[src/rtl/pwm_voice_scheduler_pkg.sv]
// Shared definitions for the PWM voice scheduler.
//   CNT_W         : width of the note/gap phase counter
//   DEF_NOTE_LEN  : default note length in clk cycles
//   DEF_GAP_LEN   : default silence length after each note
//   state_e       : scheduler FSM states
//   phase_load()  : counter load value for a phase length (0 and 1 both give 1 cycle)
package pwm_sched_pkg;

  localparam int unsigned CNT_W = 24;

  localparam logic [CNT_W-1:0] DEF_NOTE_LEN = 24'd2_500_000;
  localparam logic [CNT_W-1:0] DEF_GAP_LEN  = 24'd50_000;

  typedef enum logic [1:0] {
    IDLE,
    PLAY,
    GAP
  } state_e;

  // Counter runs len-1 .. 0; a zero length is clamped so it never wraps.
  function automatic logic [CNT_W-1:0] phase_load(input logic [CNT_W-1:0] len);
    return (len == '0) ? '0 : len - CNT_W'(1);
  endfunction

endpackage

[src/rtl/pwm_voice_scheduler_rr_arbiter.sv]
// Combinational round-robin arbiter.
//   req_i   : request vector, one bit per requester
//   last_i  : index of the previously granted requester; search starts at last_i+1
//   grant_o : one-hot grant (all zero when nothing requested)
//   idx_o   : index of the granted requester
//   valid_o : a grant was made
module rr_arbiter #(
  parameter int unsigned N     = 4,
  parameter int unsigned IDX_W = (N > 1) ? $clog2(N) : 1
) (
  input  logic [N-1:0]     req_i,
  input  logic [IDX_W-1:0] last_i,
  output logic [N-1:0]     grant_o,
  output logic [IDX_W-1:0] idx_o,
  output logic             valid_o
);

  always_comb begin
    int unsigned p;
    grant_o = '0;
    idx_o   = '0;
    valid_o = 1'b0;
    p       = 0;
    for (int unsigned k = 1; k <= N; k++) begin
      p = (32'(last_i) + k) % N;
      if (!valid_o && req_i[p]) begin
        valid_o    = 1'b1;
        grant_o[p] = 1'b1;
        idx_o      = IDX_W'(p);
      end
    end
  end

endmodule

[src/rtl/pwm_voice_scheduler.sv]
// Drum-pad voice scheduler: queues pad hits, grants one pad at a time
// round-robin, plays its tone for NOTE_LEN cycles then forces GAP_LEN
// cycles of silence.
//   clk, rst_n : clock, asynchronous active-low reset
//   pad_hit    : one-cycle hit pulse per pad
//   pad_top    : per-pad PWM Top value, pad i at [16i+15:16i]
//   pwm_top    : Top value latched for the current note
//   pwm_en     : tone audible (PLAY with non-zero Top)
//   active_pad : most recently granted pad
//   busy       : scheduler not idle
//   dropped    : a hit was merged into an already-pending request
module pwm_voice_scheduler
  import pwm_sched_pkg::*;
#(
  parameter int unsigned      NUM_PADS = 4,
  parameter logic [CNT_W-1:0] NOTE_LEN = DEF_NOTE_LEN,
  parameter logic [CNT_W-1:0] GAP_LEN  = DEF_GAP_LEN,
  localparam int unsigned     IDX_W    = (NUM_PADS > 1) ? $clog2(NUM_PADS) : 1
) (
  input  logic                   clk,
  input  logic                   rst_n,
  input  logic [NUM_PADS-1:0]    pad_hit,
  input  logic [NUM_PADS*16-1:0] pad_top,
  output logic [15:0]            pwm_top,
  output logic                   pwm_en,
  output logic [IDX_W-1:0]       active_pad,
  output logic                   busy,
  output logic                   dropped
);

  state_e                state_q, state_d;
  logic [CNT_W-1:0]      cnt_q, cnt_d;
  logic [NUM_PADS-1:0]   pend_q, pend_d;
  logic [15:0]           top_q, top_d;
  logic [IDX_W-1:0]      act_q, act_d;
  logic [IDX_W-1:0]      last_q, last_d;
  logic                  drop_q, drop_d;

  logic [15:0]           tops [NUM_PADS];
  logic [NUM_PADS-1:0]   gnt_vec;
  logic [IDX_W-1:0]      gnt_idx;
  logic                  gnt_valid;
  logic                  retrig;
  logic [NUM_PADS-1:0]   retrig_mask;
  logic [NUM_PADS-1:0]   new_hits;
  logic [NUM_PADS-1:0]   grant_clr;

  always_comb begin
    for (int unsigned i = 0; i < NUM_PADS; i++) begin
      tops[i] = pad_top[16*i +: 16];
    end
  end

  rr_arbiter #(
    .N     (NUM_PADS),
    .IDX_W (IDX_W)
  ) u_arb (
    .req_i   (pend_q),
    .last_i  (last_q),
    .grant_o (gnt_vec),
    .idx_o   (gnt_idx),
    .valid_o (gnt_valid)
  );

  // A hit on the pad currently sounding restarts the note instead of queuing.
  assign retrig      = (state_q == PLAY) && pad_hit[act_q];
  assign retrig_mask = retrig ? (NUM_PADS'(1) << act_q) : '0;
  assign new_hits    = pad_hit & ~retrig_mask;

  always_comb begin
    state_d   = state_q;
    cnt_d     = cnt_q;
    top_d     = top_q;
    act_d     = act_q;
    last_d    = last_q;
    grant_clr = '0;
    unique case (state_q)
      IDLE: begin
        if (gnt_valid) begin
          grant_clr = gnt_vec;
          top_d     = tops[gnt_idx];
          act_d     = gnt_idx;
          last_d    = gnt_idx;
          cnt_d     = phase_load(NOTE_LEN);
          state_d   = PLAY;
        end
      end
      PLAY: begin
        if (retrig) begin
          top_d = tops[act_q];
          cnt_d = phase_load(NOTE_LEN);
        end else if (cnt_q == '0) begin
          cnt_d   = phase_load(GAP_LEN);
          state_d = GAP;
        end else begin
          cnt_d = cnt_q - CNT_W'(1);
        end
      end
      GAP: begin
        if (cnt_q == '0) begin
          state_d = IDLE;
        end else begin
          cnt_d = cnt_q - CNT_W'(1);
        end
      end
      default: state_d = IDLE;
    endcase
    // A hit landing on the pad being granted this cycle starts a fresh
    // request rather than merging, so it is not reported as dropped.
    pend_d = (pend_q & ~grant_clr) | new_hits;
    drop_d = |(new_hits & pend_q & ~grant_clr);
  end

  always_ff @(posedge clk or negedge rst_n) begin
    if (!rst_n) begin
      state_q <= IDLE;
      cnt_q   <= '0;
      pend_q  <= '0;
      top_q   <= '0;
      act_q   <= '0;
      last_q  <= IDX_W'(NUM_PADS - 1);
      drop_q  <= 1'b0;
    end else begin
      state_q <= state_d;
      cnt_q   <= cnt_d;
      pend_q  <= pend_d;
      top_q   <= top_d;
      act_q   <= act_d;
      last_q  <= last_d;
      drop_q  <= drop_d;
    end
  end

  assign pwm_top    = top_q;
  assign active_pad = act_q;
  assign busy       = (state_q != IDLE);
  assign pwm_en     = (state_q == PLAY) && (top_q != '0);
  assign dropped    = drop_q;

endmodule

[config.mk]
export PLATFORM = sky130hd
export DESIGN_NAME = pwm_voice_scheduler
export DESIGN_NICKNAME = d
export VERILOG_FILES = /design/src/rtl/pwm_voice_scheduler_pkg.sv /design/src/rtl/pwm_voice_scheduler_rr_arbiter.sv /design/src/rtl/pwm_voice_scheduler.sv
export SDC_FILE = /design/constraint.sdc
export NUM_CORES = 1
export LEC_CHECK = 0
export BUFFER_PORTS_ARGS = -buffer_cell sky130_fd_sc_hd__buf_2
export CORE_ASPECT_RATIO = 1.75
export CORE_MARGIN = 2
export CORE_UTILIZATION = 30
export DETAILED_ROUTE_END_ITERATION = 7
export SLEW_MARGIN = 10
export SYNTH_ARGS = -nofsm -noshare
export SYNTH_HDL_FRONTEND = slang
export SYNTH_SLANG_ARGS = --single-unit
[constraint.sdc]
create_clock -name clk -period 3.2 [get_ports clk]
set_clock_uncertainty 0.1 [all_clocks]
set_input_delay 0.32 -clock clk [delete_from_list [all_inputs] [get_ports clk]]
set_output_delay 0.32 -clock clk [all_outputs]
set_load 0.02 [all_outputs]
=== After elaboration in Yosys (flattened, before gate mapping) ===
Index checks and enable logic that the tools add are counted.

* Shift-type cells: 1
* Add/subtract/negate cells: 5
* Order comparisons: 11
* Equality and inequality tests: 8
* Bitwise gates (word level): 12
* Mux-type cells: 52
* Reduce and logical (&&, ||, !) cells: 23

{| class="wikitable"
|+ Operators with widths
! operator !! number
|-
| $mux 16 || 6
|-
| $mux 24 || 4
|-
| $pmux 24 s3 || 1
|-
| $bmux 16 s2 || 2
|-
| $pmux 16 s2 || 1
|-
| $mux 4 || 7
|-
| $logic_not 24->1 || 1
|-
| $sub 24x1->24 const B || 1
|-
| $and 4x4->4 || 4
|-
| $mux 2 || 8
|-
| $or 4x4->4 || 4
|-
| $reduce_bool 16->1 || 1
|-
| $lt 2x3->1 const B || 5
|-
| $mux 1 || 13
|-
| $bmux 1 s2 || 5
|-
| $ne 2x2->1 const B || 5
|-
| $logic_and 1x1->1 || 9
|-
| $demux 1 s2 || 4
|-
| $ge 2x1->1 const B || 4
|-
| $not 4->4 || 2
|-
| $ge 3x3->1 const B || 2
|-
| $not 2->3 || 2
|-
| $pmux 2 s3 || 1
|-
| $reduce_and 3->1 || 2
|-
| 13 further kinds || 18
|}

* Output and inout bits: 21
* Register bits: 51
* Input port bits: 70

=== Depth between registers and ports, before layout ===
Gate-level depths: netlist of the first run.

* Depth after elaboration: 19
* Gate-level depth with buffers: 12
* Mapped depth without buffers: 8

=== Hierarchy ===
A second synthesis of the first run with hierarchy kept.

* Cell total of the unflattened synthesis: 447
* Area total of the unflattened synthesis: 4,381.7 µm²

{| class="wikitable"
|+ Modules (own cells, without submodules)
! module !! area an instance (µm²) !! cells each !! times used
|-
| pwm_voice_scheduler || 3,752.3 || 361 || 1
|-
| rr_arbiter || 629.4 || 86 || 1
|}

=== Least setup slack after synthesis of the first run ===
OpenSTA, ideal clock, no wires.

* Path type: register to register
* Start point: register last_q[0]
* End point: register top_q[10] (netlist: pwm_top[10])
* Period minus slack after synthesis: 3,167 ps
* Data required time: 2,957 ps
* Setup slack: 33 ps
* Arrival time: 2,924 ps
* Cell stages (with the launch flop): 12
* Buffers on the path: 3
* Path through: dfstp_2 -> buf_4 -> buf_4 -> inv_1 -> ha_1 -> mux4_2 -> nor2b_4 -> o21a_1 -> o31a_2 -> buf_6 -> a2111oi_2 -> o41ai_2

* Cells in the longest elaborated chain, start to end: 19
* Elaborated cells between the ends (all ways): 34
* Classes of those cells: add/sub (4); eq/ne (1); mux (21); bitwise (1); reduce/logical (7)

{| class="wikitable"
|+ Ends and longest elaborated chain
! element !! RTL line !! RTL
|-
| start: declaration || pwm_voice_scheduler.sv:36 || <nowiki>logic [IDX_W-1:0] last_q, last_d;</nowiki>
|-
| start signal: assignment || pwm_voice_scheduler.sv:121 || <nowiki>last_q <= IDX_W'(NUM_PADS - 1);</nowiki>
|-
| start signal: assignment || pwm_voice_scheduler.sv:129 || <nowiki>last_q <= last_d;</nowiki>
|-
| $add 2x1->2 || pwm_voice_scheduler_rr_arbiter.sv:25 || <nowiki>p = (32'(last_i) + k) % N;</nowiki>
|-
| $bmux 1 s2 || pwm_voice_scheduler_rr_arbiter.sv:26 || <nowiki>if (!valid_o && req_i[p]) begin</nowiki>
|-
| $mux 1 (implied by the code) || pwm_voice_scheduler_rr_arbiter.sv:26 ||
|-
| $mux 1 || pwm_voice_scheduler_rr_arbiter.sv:26 ||
|-
| $logic_not 1->1 || pwm_voice_scheduler_rr_arbiter.sv:26 ||
|-
| $logic_and 1x1->1 || pwm_voice_scheduler_rr_arbiter.sv:26 ||
|-
| $mux 1 || pwm_voice_scheduler_rr_arbiter.sv:26 ||
|-
| $logic_not 1->1 || pwm_voice_scheduler_rr_arbiter.sv:26 ||
|-
| [2 not listed] || - ||
|-
| $logic_not 1->1 || pwm_voice_scheduler_rr_arbiter.sv:26 ||
|-
| $logic_and 1x1->1 || pwm_voice_scheduler_rr_arbiter.sv:26 ||
|-
| $mux 2 || pwm_voice_scheduler_rr_arbiter.sv:26 ||
|-
| $not 2->3 (implied by the code) || pwm_voice_scheduler.sv:81 || <nowiki>top_d = tops[gnt_idx];</nowiki>
|-
| $bmux 16 s2 || pwm_voice_scheduler.sv:81 ||
|-
| $mux 16 (implied by the code) (2 in series) || pwm_voice_scheduler.sv:81 ||
|-
| $mux 16 || pwm_voice_scheduler.sv:79 || <nowiki>if (gnt_valid) begin</nowiki>
|-
| $pmux 16 s2 || pwm_voice_scheduler.sv:77 || <nowiki>unique case (state_q)</nowiki>
|-
| end signal: assignment || pwm_voice_scheduler.sv:127 || <nowiki>top_q <= top_d;</nowiki>
|-
| end: declaration || pwm_voice_scheduler.sv:34 || <nowiki>logic [15:0] top_q, top_d;</nowiki>
|}

Parallel ways exist; a longest one is shown, timed or not. The select of a mux whose other input is x is not followed.
A chain may end at the register's enable or synchronous reset.

=== Worst setup path after layout of the first run ===
* Start point: register last_q[0]
* End point: register top_q[12] (netlist: pwm_top[12])

The elaborated chain is that of the path after synthesis.

==> results of run 1 <==
-- flip-flops by register name, summed over array words and instances, names as in the netlist --
| name | cells |
|---|---|
| last_q | 2 |
| cnt_q | 24 |
| dropped | 1 |
| active_pad | 2 |
| pwm_top | 16 |
| state_q | 2 |
| pend_q | 4 |
-- worst max-delay path: cells and delay by family (launching register included) --
kind                       cells  cell delay, ns
muxes                          1            0.30
DFF                            1            0.54
and+or+nand+nor                2            0.67
adders and majority gates      1            0.36
buffers and inverters          2            0.35
AOI/OAI and AO/OA              3            0.56
-- per-stage QoR --
step	setup WS [ns]	hold slack [ns]	cells	cell area (um^2)	util [%]
finish	0.201	0.142	755	5350	36.0
global placement	0.289	0.112	746	5200	35.0
floorplan	0.0326	-0.0756	488	4540	-
detailed placement	0.187	0.121	746	5200	35.0
CTS	0.176	0.142	755	5350	36.0
global route	0.0247	0.154	755	5350	36.0
-- kinds of logic after synthesis --
group | after synthesis | share of synthesized area (%)
and+or+nand+nor | 190 | 22.4
AOI/OAI and AO/OA | 154 | 28.1
DFF | 51 | 28.2
buffers and inverters | 49 | 5.63
muxes | 22 | 10.4
adders and majority gates | 13 | 3.59
xor gates and xnor gates | 9 | 1.74
-- Yosys cell counts, drive strengths merged (6+ instances only) --
| master | count | area share (%) |
|---|---|---|
| dfrtp | 49 | 27 |
| nor2 | 45 | 4.1 |
| o21ai | 37 | 4.1 |
| nand2 | 36 | 3.0 |
| buf | 24 | 3.6 |
| nand3 | 24 | 2.6 |
| mux4 | 20 | 9.9 |
| a21boi | 17 | 3.1 |
| and3 | 17 | 2.3 |
| a2111oi | 16 | 4.6 |
| o41ai | 16 | 4.7 |
| a21oi | 15 | 1.7 |
| nor3 | 15 | 2.0 |
| ha | 13 | 3.6 |
| clkbuf | 12 | 0.99 |
| inv | 12 | 0.99 |
| nor4 | 10 | 1.4 |
| nand4 | 9 | 1.4 |
| nand2b | 8 | 1.1 |
| xor2 | 8 | 1.5 |
| a31oi | 6 | 0.83 |
| o21a | 6 | 0.99 |
-- layer usage --
metal / track usage [%] / wire, um / up-vias
li1: - / - / 2045
met1: 20.0 / 5530 / 2203
met2: 34.5 / 8180 / 162
met3: 2.52 / 732 / 39
met4: 6.43 / 406 / 0
met5: 0 / 0 / -
-- final cells by class --
class,instances,area (um^2)
fillers,1506,9490
multi-input cells,388,3010
flip-flops and latches,51,1280
repair buffers,112,643
well taps,183,229
clock buffers,6,129
inverters,13,48.8
clock inverters,2,12.5
-- worst min path at each step --
stage | slack, ns | endpoint | start
6_report | 0.14 | pend_q[3] | pad_hit[3]
5_1_grt | 0.15 | pend_q[3] | pad_hit[3]
4_1_cts | 0.14 | pend_q[3] | pad_hit[3]
3_5_place_dp | 0.12 | pwm_top[9] | rst_n
3_3_place_gp | 0.11 | pwm_top[9] | rst_n
2_1_floorplan | -0.08 | active_pad[0] | rst_n
-- power by group --
part           internal [W]  total, W  leakage [nW]  switching, W
Clock              0.000291  0.000561        0.0669      0.000271
Combinational     0.0000642  0.000123          1.63     0.0000593
Sequential         0.000644  0.000644         0.618  0.0000000279
Total              0.000999   0.00133          2.32      0.000330
-- repair_timing --
action                                  in CTS  in global routing
buffers inserted                             0                  0
gates resized for setup                      0                  1
endpoints found under the hold margin        8                  0
endpoints found under the setup margin       0                  1
hold buffers                                 1                  0
==> qor_table.md, run 1 <==
| Item | Value | Unit |
|:---|:---|:---|
| Number of cell rows | 59 | - |
| CORE AREA | 14800 | um^2 |
| Yosys warnings | 0 | - |
| Sequential element share of the synthesized area | 28.2 | % |
| Violation count after the first detailed-route iteration | 293 | - |
| Leakage power figure | 2.32 | nW |
| DIE AREA | 16200 | um^2 |
| CTS buffer count | 5 | - |
| Number of clock sinks | 51 | - |
| Max-capacitance violation count | 0 | - |
| Weighted congestion reported at the end of routability-driven placement | 0.904 | - |
| Endpoints failing hold | 0 | - |
| Clock-pin slew on the worst setup and hold paths | 0.08 | ns |
| Number of global-route vias before repair | 4533 | - |
| Final Critical Period | 3.00 | ns |
| Aggregate global routing overflow | 0 | - |
| Antenna violations before repair | 0 | - |
| Sort of element at the end of the critical path | flop | - |
| Die width | 97.0 | um |
| Number of buffers on the longest clock path | 2 | - |
| Number of nets in the synthesized netlist | 571 | - |
| Synth Register Bits | 51 | - |
| Final number of setup-violating endpoints | 0 | - |
| PnR Total Power | 0.00133 | W |
| Total negative setup slack | 0 | ns |
| IO Count | 91 | - |
| CTS tree | done | - |
| Vias after detailed routing | 4449 | - |
| Starting Density | 30.6 | % |
| Commonest cells after routing, fill and taps aside | sky130_fd_sc_hd__buf_2 (90), sky130_fd_sc_hd__dfrtp_1 (49), sky130_fd_sc_hd__nor2_1 (44) | - |
| Startpoint class of the critical path | flop | - |
| Signal arrival time at the worst endpoint | 3.08 | ns |
| Root buffer selected by CTS | sky130_fd_sc_hd__clkbuf_16 | - |
| Maximum vdd ir drop | 0.000202 | V |
| Worst-Margin Slew | 0.662 | ns |
| Hold path cells | 3 | - |
| Category of the critical setup timing path | flop to flop | - |
| Worst EP required | 3.29 | ns |
| All-Layer GR Usage | 18.1 | % |
| Number of H-tree levels | 2 | - |
| Slew Viols, Final | 0 | - |
| Async set-or-reset flop fraction in the synthesized netlist | 100 | % |
| Number of cells on the worst reg-to-reg path | 9 | - |
| Cell breakdown of the critical path | inv_1 > ha_1 > mux4_2 > nor2b_4 > or3_1 > buf_12 > a21boi_1 > a2111oi_2 > o41ai_2 | - |
| Post-layout nets | 654 | - |
| Cell Pwr Density | 248 | nW/um^2 |
| Cell variety after synth | 75 | - |
| Pre-Repair DR Iteration Count | 5 | - |
| Post-detailed-route via-to-cell ratio | 5.89 | - |
| Post-detail-place hpwl | 11000 | um |
| Crit path max-delay cell type | sky130_fd_sc_hd__dfstp_2 | - |
| Critical register-to-register path endpoint | pwm_top[12] | - |
| Crit. Startpoint | last_q[0] | - |
| Worst reg2reg setup slack | 0.20 | ns |
| Top achievable clock speed | 0.333 | GHz |
| Remaining antenna violation count after routing | 0 | - |
| Run status | finished clean | - |
| Main synth FF type | sky130_fd_sc_hd__dfrtp_1 | - |
| Post-route DRC violation count | 0 | - |
| Worst-case headroom to the max-slew limit | 55.5 | % |
| Number of input and output port buffers inserted | 90 | - |
| Avg WL per Cell | 19.7 | um |
| Chip height | 167 | um |
| RSZ-0062 raised after global routing | no | - |
| Layout Area Growth over Synthesis | 17.9 | % |
| Maximum cell stage delay along the critical path | 0.54 | ns |
| Worst setup path end | pwm_top[12] | - |
| Startpoint of the lowest-slack register-to-register path | last_q[0] | - |
| Number of antenna repair diodes | 0 | - |
| Worst skew pair latency | 0.30 | ns |
| Global-route wire length before repair | 23800 | um |
| Wirelength, routed | 14800 | um |
| Pin count of the biggest net entering global routing | 44 | - |
| Synth Instances | 488 | - |
| Tcrit/Tclk final | 93.7 | % |
| Leading cell type in the layout, fill and taps excluded | sky130_fd_sc_hd__buf_2 | - |
| Post-synth EDFFs | 0 | - |
| Mean instance size in the synthesized netlist | 9.30 | um^2 |
| Cell area after technology mapping | 4540 | um^2 |
| Worst min-delay path class | input pin to flop | - |
| Layout cell share with drive strength beyond 1 | 30.9 | % |
| Maximum net fanout on the critical path | 22 | - |
Note: power is estimated with default switching activity, not from simulation.
==> run 2: changes to the inputs <==
Settings changed: CORE_UTILIZATION 30 to 57, CTS_CLUSTER_DIAMETER from default to 60, PLACE_DENSITY from default to 0.82.
Clock period 3.2 ns to 2.8 ns, I/O delays scaled along.
==> run 2 against run 1 <==
Net effect:
- sequential cell count unchanged
- hold slack worse by 0.031 ns
- wire length up 18%
- final area up 13%
- the flow now finishes with violations (setup timing)
- sequential share of layout area down 2.7 points
- maximum frequency up 2.6%
==> qor_table.md, run 2 (synthesized netlist as in run 1, its figures left out) <==
| Item | Value | Unit |
|:---|:---|:---|
| Run status | finished, violations left | - |
| Violated checks | setup timing | - |
| All-Layer GR Usage | 34.1 | % |
| Layout Area Growth over Synthesis | 32.9 | % |
| Die width | 71.4 | um |
| Vias after detailed routing | 5127 | - |
| Commonest cells after routing, fill and taps aside | sky130_fd_sc_hd__buf_2 (90), sky130_fd_sc_hd__dfrtp_1 (49), sky130_fd_sc_hd__nor2_1 (44) | - |
| Worst min-delay path class | input pin to flop | - |
| Cell Count, Final, Fillers Out | 693 | - |
| Endpoints failing hold | 0 | - |
| Total area of sequential cells | 1280 | um^2 |
| DP Area | 5310 | um^2 |
| Final Critical Period | 2.92 | ns |
| Worst skew pair latency | 0.30 | ns |
| Leading cell type in the layout, fill and taps excluded | sky130_fd_sc_hd__buf_2 | - |
| Number of H-tree levels | 2 | - |
| Layout cell share with drive strength beyond 1 | 40.0 | % |
| Leakage power figure | 2.63 | nW |
| Worst EP required | 2.89 | ns |
| Number of instances in the placed design | 671 | - |
| Post-layout nets | 685 | - |
| Number of antenna repair diodes | 0 | - |
| Maximum vdd ir drop | 0.000445 | V |
| Chip height | 122 | um |
| Top achievable clock speed | 0.342 | GHz |
| Number of input and output port buffers inserted | 90 | - |
| Top register by number of flip-flops | cnt_q | - |
| Root buffer selected by CTS | sky130_fd_sc_hd__clkbuf_16 | - |
| Number of buffers on the longest clock path | 2 | - |
| Clock-pin slew on the worst setup and hold paths | 0.08 | ns |
| Max reg flops | 24 | - |
| Number of cell rows | 43 | - |
| Antenna violations before repair | 0 | - |
| Number of global-route vias before repair | 4997 | - |
| Aggregate global routing overflow | 0 | - |
| Worst-Margin Slew | 0.610 | ns |
| Worst-case headroom to the max-slew limit | 59.0 | % |
| Category of the critical setup timing path | flop to flop | - |
| Area of combinational cells with multiple inputs | 3380 | um^2 |
| Wirelength, routed | 17400 | um |
| CORE AREA | 7800 | um^2 |
| Hold path cells | 3 | - |
| Avg WL per Cell | 25.2 | um |
| Violation count after the first detailed-route iteration | 901 | - |
| Hold Startpoint | pad_hit[3] | - |
| Post-route DRC violation count | 0 | - |
| Startpoint class of the critical path | flop | - |
| Final number of setup-violating endpoints | 16 | - |
| Maximum net fanout on the critical path | 6 | - |
| DIE AREA | 8720 | um^2 |
| Startpoint of the lowest-slack register-to-register path | last_q[0] | - |
| Pre-Repair DR Iteration Count | 6 | - |
| Crit. Startpoint | last_q[0] | - |
| Cell Pwr Density | 274 | nW/um^2 |
| IO Count | 91 | - |
| CTS buffer count | 5 | - |
| Sort of element at the end of the critical path | flop | - |
| Max-capacitance violation count | 0 | - |
| Tcrit/Tclk final | 104 | % |
| Number of clock sinks | 51 | - |
| Post-detail-place hpwl | 10300 | um |
| Weighted congestion reported at the end of routability-driven placement | 1.01 | - |
| Min setup slack post-route | -0.123 | ns |
| CTS tree | done | - |
| Final instance area | 6030 | um^2 |
| Remaining antenna violation count after routing | 0 | - |
| Fill cell instance count of the final layout | 492 | - |
| Post-detailed-route via-to-cell ratio | 7.40 | - |
| Slew Viols, Final | 0 | - |
| Starting Density | 58.2 | % |
| Signal arrival time at the worst endpoint | 3.01 | ns |
| Pin count of the biggest net entering global routing | 33 | - |
| Global-route wire length before repair | 23300 | um |
| End-of-flow core utilization | 77.3 | % |
| RSZ-0062 raised after global routing | yes | - |
| PnR Total Power | 0.00165 | W |
| Number of cells on the worst reg-to-reg path | 11 | - |
==> run 2: changes by cell type in the layout (fill, tap and decap cells not counted), sizes merged <==
cell | previous run | this run
buf | 111 | 139
clkbuf | 6 | 9
bufinv | 0 | 1
clkinv | 2 | 1
==> run 2: final timing paths <==
path / endpoint / slack, ns
setup / recovery: pwm_top[6] / -0.12
hold / removal: pend_q[3] / 0.11
setup reg to reg: pwm_top[6] / -0.12
hold reg to reg: cnt_q[17] / 0.44
max in group asynchronous: last_q[1] / 1.66
min in group asynchronous: pwm_top[1] / 0.28
==> run 2: cell type report <==
| class | count | share of cell area (%) |
|---|---|---|
| clock buffer | 6 | 2.30 |
| clock inverter | 2 | 0.643 |
| inverter | 13 | 0.872 |
| multi-input combinational | 388 | 56.1 |
| sequential | 51 | 21.2 |
| tap | 90 | 1.87 |
| timing repair buffer | 143 | 17.0 |
==> run 2: layer usage <==
layer / up-vias / track usage [%] / share of wire (%)
li1: 2112 / - / -
met1: 2411 / 37.1 / 33
met2: 457 / 59.0 / 51
met3: 147 / 4.88 / 9.5
met4: 0 / 24.8 / 7.0
met5: - / 0 / 0
==> run 2: metrics by stage <==
step           hold slack, ns  setup TNS [ns]  worst slack, ns
2_1_floorplan          -0.116           -3.40           -0.227
3_3_place_gp           0.0553         -0.0361          -0.0346
3_5_place_dp           0.0627          -0.956           -0.104
4_1_cts                 0.104          -0.227          -0.0623
5_1_grt                 0.131           -2.12           -0.190
6_report                0.111          -0.926           -0.123
==> run 2: timing repair <==
action | CTS | global route
resized for setup | 16 | 47
setup endpoints to repair | 16 | 17
buffers inserted | 4 | 6
cloned | 0 | 3
hold buffers | 1 | 0
pin swaps | 0 | 42
hold endpoints to repair | 7 | 0
==> run 2: critical path, stage by stage, from the launching register on <==
cell and delay, ns:
sky130_fd_sc_hd__dfstp_2 0.59, sky130_fd_sc_hd__clkinvlp_4 0.12, sky130_fd_sc_hd__ha_4 0.30, sky130_fd_sc_hd__mux4_2 0.29, sky130_fd_sc_hd__nor2b_4 0.16, sky130_fd_sc_hd__buf_6 0.12, sky130_fd_sc_hd__nor3_4 0.19, sky130_fd_sc_hd__buf_12 0.16
sky130_fd_sc_hd__clkbuf_16 0.15, sky130_fd_sc_hd__o21ai_0 0.08, sky130_fd_sc_hd__and3_1 0.20, sky130_fd_sc_hd__o41ai_2 0.36
==> run 2: power breakdown <==
part	switching (W)	total [W]	leakage [nW]	internal [W]
registers	0.0000000254	0.000736	0.618	0.000736
clock network	0.000291	0.000741	0.0875	0.000450
logic	0.0000837	0.000175	1.92	0.0000912
==> run 3: changes to the inputs <==
Settings changed: SETUP_SLACK_MARGIN from default to 0.3.
==> run 3 against run 2 <==
Net effect:
- the flow still finishes with violations (setup timing)
- first-iteration DRC count down 15%
- sequential power is essentially flat
- maximum frequency down 2.5%
- power is 8.4% lower
- clock-buffer cell count increased by 2
- combinational power about the same
- sequential cell count unchanged
- largest power group is now registers
==> qor_table.md, run 3 (synthesized netlist as in run 1, its figures left out) <==
| Item | Value | Unit |
|:---|:---|:---|
| Run status | finished, violations left | - |
| Violated checks | setup timing | - |
| Maximum vdd ir drop | 0.000359 | V |
| Worst min-delay path class | input pin to asynchronous set/reset pin | - |
| Number of cell rows | 43 | - |
| DIE AREA | 8720 | um^2 |
| Category of the critical setup timing path | flop to flop | - |
| Root buffer selected by CTS | sky130_fd_sc_hd__clkbuf_16 | - |
| Total area of sequential cells | 1280 | um^2 |
| Aggregate global routing overflow | 0 | - |
| Antenna violations before repair | 0 | - |
| Detailed route wirelength on metal3 | 1840 | um |
| Post-detail-place hpwl | 10200 | um |
| Endpoints failing hold | 0 | - |
| Pin count of the biggest net entering global routing | 52 | - |
| Top achievable clock speed | 0.334 | GHz |
| Number of antenna repair diodes | 0 | - |
| Max reg flops | 24 | - |
| Post-detailed-route via-to-cell ratio | 7.57 | - |
| Signal arrival time at the worst endpoint | 3.07 | ns |
| Avg WL per Cell | 26.5 | um |
| Post-layout nets | 702 | - |
| Final number of setup-violating endpoints | 17 | - |
| Maximum net fanout on the critical path | 13 | - |
| Pre-Repair DR Iteration Count | 8 | - |
| Met2 Wirelength | 9460 | um |
| Top register by number of flip-flops | cnt_q | - |
| Die width | 71.4 | um |
| Met1 Wirelength | 5950 | um |
| CTS tree | done | - |
| Commonest cells after routing, fill and taps aside | sky130_fd_sc_hd__buf_2 (90), sky130_fd_sc_hd__buf_4 (54), sky130_fd_sc_hd__dfrtp_1 (49) | - |
| All-Layer GR Usage | 38.1 | % |
| Cell breakdown of the critical path | clkinvlp_4 > ha_4 > mux4_2 > nor2b_4 > or3_4 > buf_12 > a21boi_4 > a2111oi_4 > o41ai_2 | - |
| Cell Pwr Density | 243 | nW/um^2 |
| Fill cell instance count of the final layout | 463 | - |
| Startpoint class of the critical path | flop | - |
| IO Count | 91 | - |
| Layout cell share with drive strength beyond 1 | 43.9 | % |
| Worst EP required | 2.87 | ns |
| Worst-Margin Slew | 0.838 | ns |
| Chip height | 122 | um |
| Final instance area | 6230 | um^2 |
| Area of combinational cells with multiple inputs | 3510 | um^2 |
| Leading cell type in the layout, fill and taps excluded | sky130_fd_sc_hd__buf_2 | - |
| Worst skew pair latency | 0.30 | ns |
| Min setup slack post-route | -0.197 | ns |
| Clock-pin slew on the worst setup and hold paths | 0.07 | ns |
| Sort of element at the end of the critical path | flop | - |
| Final Critical Period | 3.00 | ns |
| Number of global-route vias before repair | 5182 | - |
| Layout Area Growth over Synthesis | 37.3 | % |
| Cell Count, Final, Fillers Out | 710 | - |
| Number of instances in the placed design | 674 | - |
| Leakage power figure | 2.73 | nW |
| Remaining antenna violation count after routing | 0 | - |
| Number of H-tree levels | 2 | - |
| Tcrit/Tclk final | 107 | % |
| Slew Viols, Final | 0 | - |
| RSZ-0062 raised after global routing | yes | - |
| CORE AREA | 7800 | um^2 |
| Number of clock sinks | 51 | - |
| Number of input and output port buffers inserted | 90 | - |
| Crit path max-delay cell type | sky130_fd_sc_hd__dfstp_2 | - |
| Maximum cell stage delay along the critical path | 0.59 | ns |
| Wirelength, routed | 18800 | um |
| CTS buffer count | 5 | - |
| Vias after detailed routing | 5372 | - |
| Max-capacitance violation count | 0 | - |
| Weighted congestion reported at the end of routability-driven placement | 1.00 | - |
| DR top layer | met4 | - |
| Worst-case headroom to the max-slew limit | 43.6 | % |
| DP Area | 5350 | um^2 |
| Post-route DRC violation count | 0 | - |
| Violation count after the first detailed-route iteration | 765 | - |
| Starting Density | 58.2 | % |
| Global-route wire length before repair | 25800 | um |
| Number of buffers on the longest clock path | 2 | - |
| End-of-flow core utilization | 79.8 | % |
==> run 3: changes by cell type in the layout (fill, tap and decap cells not counted), sizes merged <==
| cell | delta |
|---|---|
| inv | -1 |
| bufinv | -1 |
| buf | +20 |
| dlygate4sd3 | -1 |
==> run 3: layout make-up <==
| class | count | share of cell area, % |
|---|---|---|
| sequential | 51 | 20.5 |
| timing repair buffer | 160 | 18.3 |
| tap | 90 | 1.81 |
| multi-input combinational | 388 | 56.3 |
| clock buffer | 8 | 2.19 |
| inverter | 13 | 0.844 |
==> run 3: final timing paths <==
check                            start           to  slack, ns  cells past startpoint
min in group clk            pad_hit[3]    pend_q[3]       0.15                      3
max                          last_q[0]   pwm_top[3]      -0.20                      9
max in group asynchronous        rst_n    cnt_q[12]       2.10                      2
max reg2reg                  last_q[0]   pwm_top[3]      -0.20                      9
min reg2reg                pwm_top[10]  pwm_top[10]       0.43                      2
min                              rst_n   pwm_top[0]      0.001                      2
==> run 3: timing repair <==
| item | in CTS | in global routing |
|---|---|---|
| pin swaps | 39 | 26 |
| hold endpoints to repair | 0 | 0 |
| hold buffers | 0 | 0 |
| gates cloned | 1 | 1 |
| resized for setup | 48 | 36 |
| setup buffers | 19 | 7 |
| setup endpoints to repair | 34 | 44 |
==> run 3: power breakdown <==
group	switching, W	internal, W
Combinational	0.0000839	0.0000893
Clock	0.000270	0.000333
Sequential	0.0000000213	0.000737
==> run 3: through the flow <==
step	power, W	TNS (ns)	setup slack [ns]	hold WS [ns]
global route	0.00155	-2.34	-0.267	0.0560
detailed placement	0.000884	-0.917	-0.103	0.349
finish	0.00151	-1.33	-0.197	0.00103
floorplan	0.000800	-3.40	-0.227	-0.116
CTS	0.00150	0	0.00795	0.0343
global placement	0.000881	-0.0415	-0.0415	0.350
==> run 3: worst max-delay path: cells and delay by family (launching register included) <==
family / cells / cell delay (ns)
DFF: 1 / 0.59
muxes: 1 / 0.30
adders and majority gates: 1 / 0.29
and+or+nand+nor: 2 / 0.60
AOI/OAI and AO/OA: 3 / 0.66
buffers and inverters: 2 / 0.32
==> run 3: routing by layer <==
metal	track usage [%]	up-vias
met4	22.1	0
met2	68.8	491
met3	6.20	173
met5	0	-
met1	40.9	2556
li1	-	2152
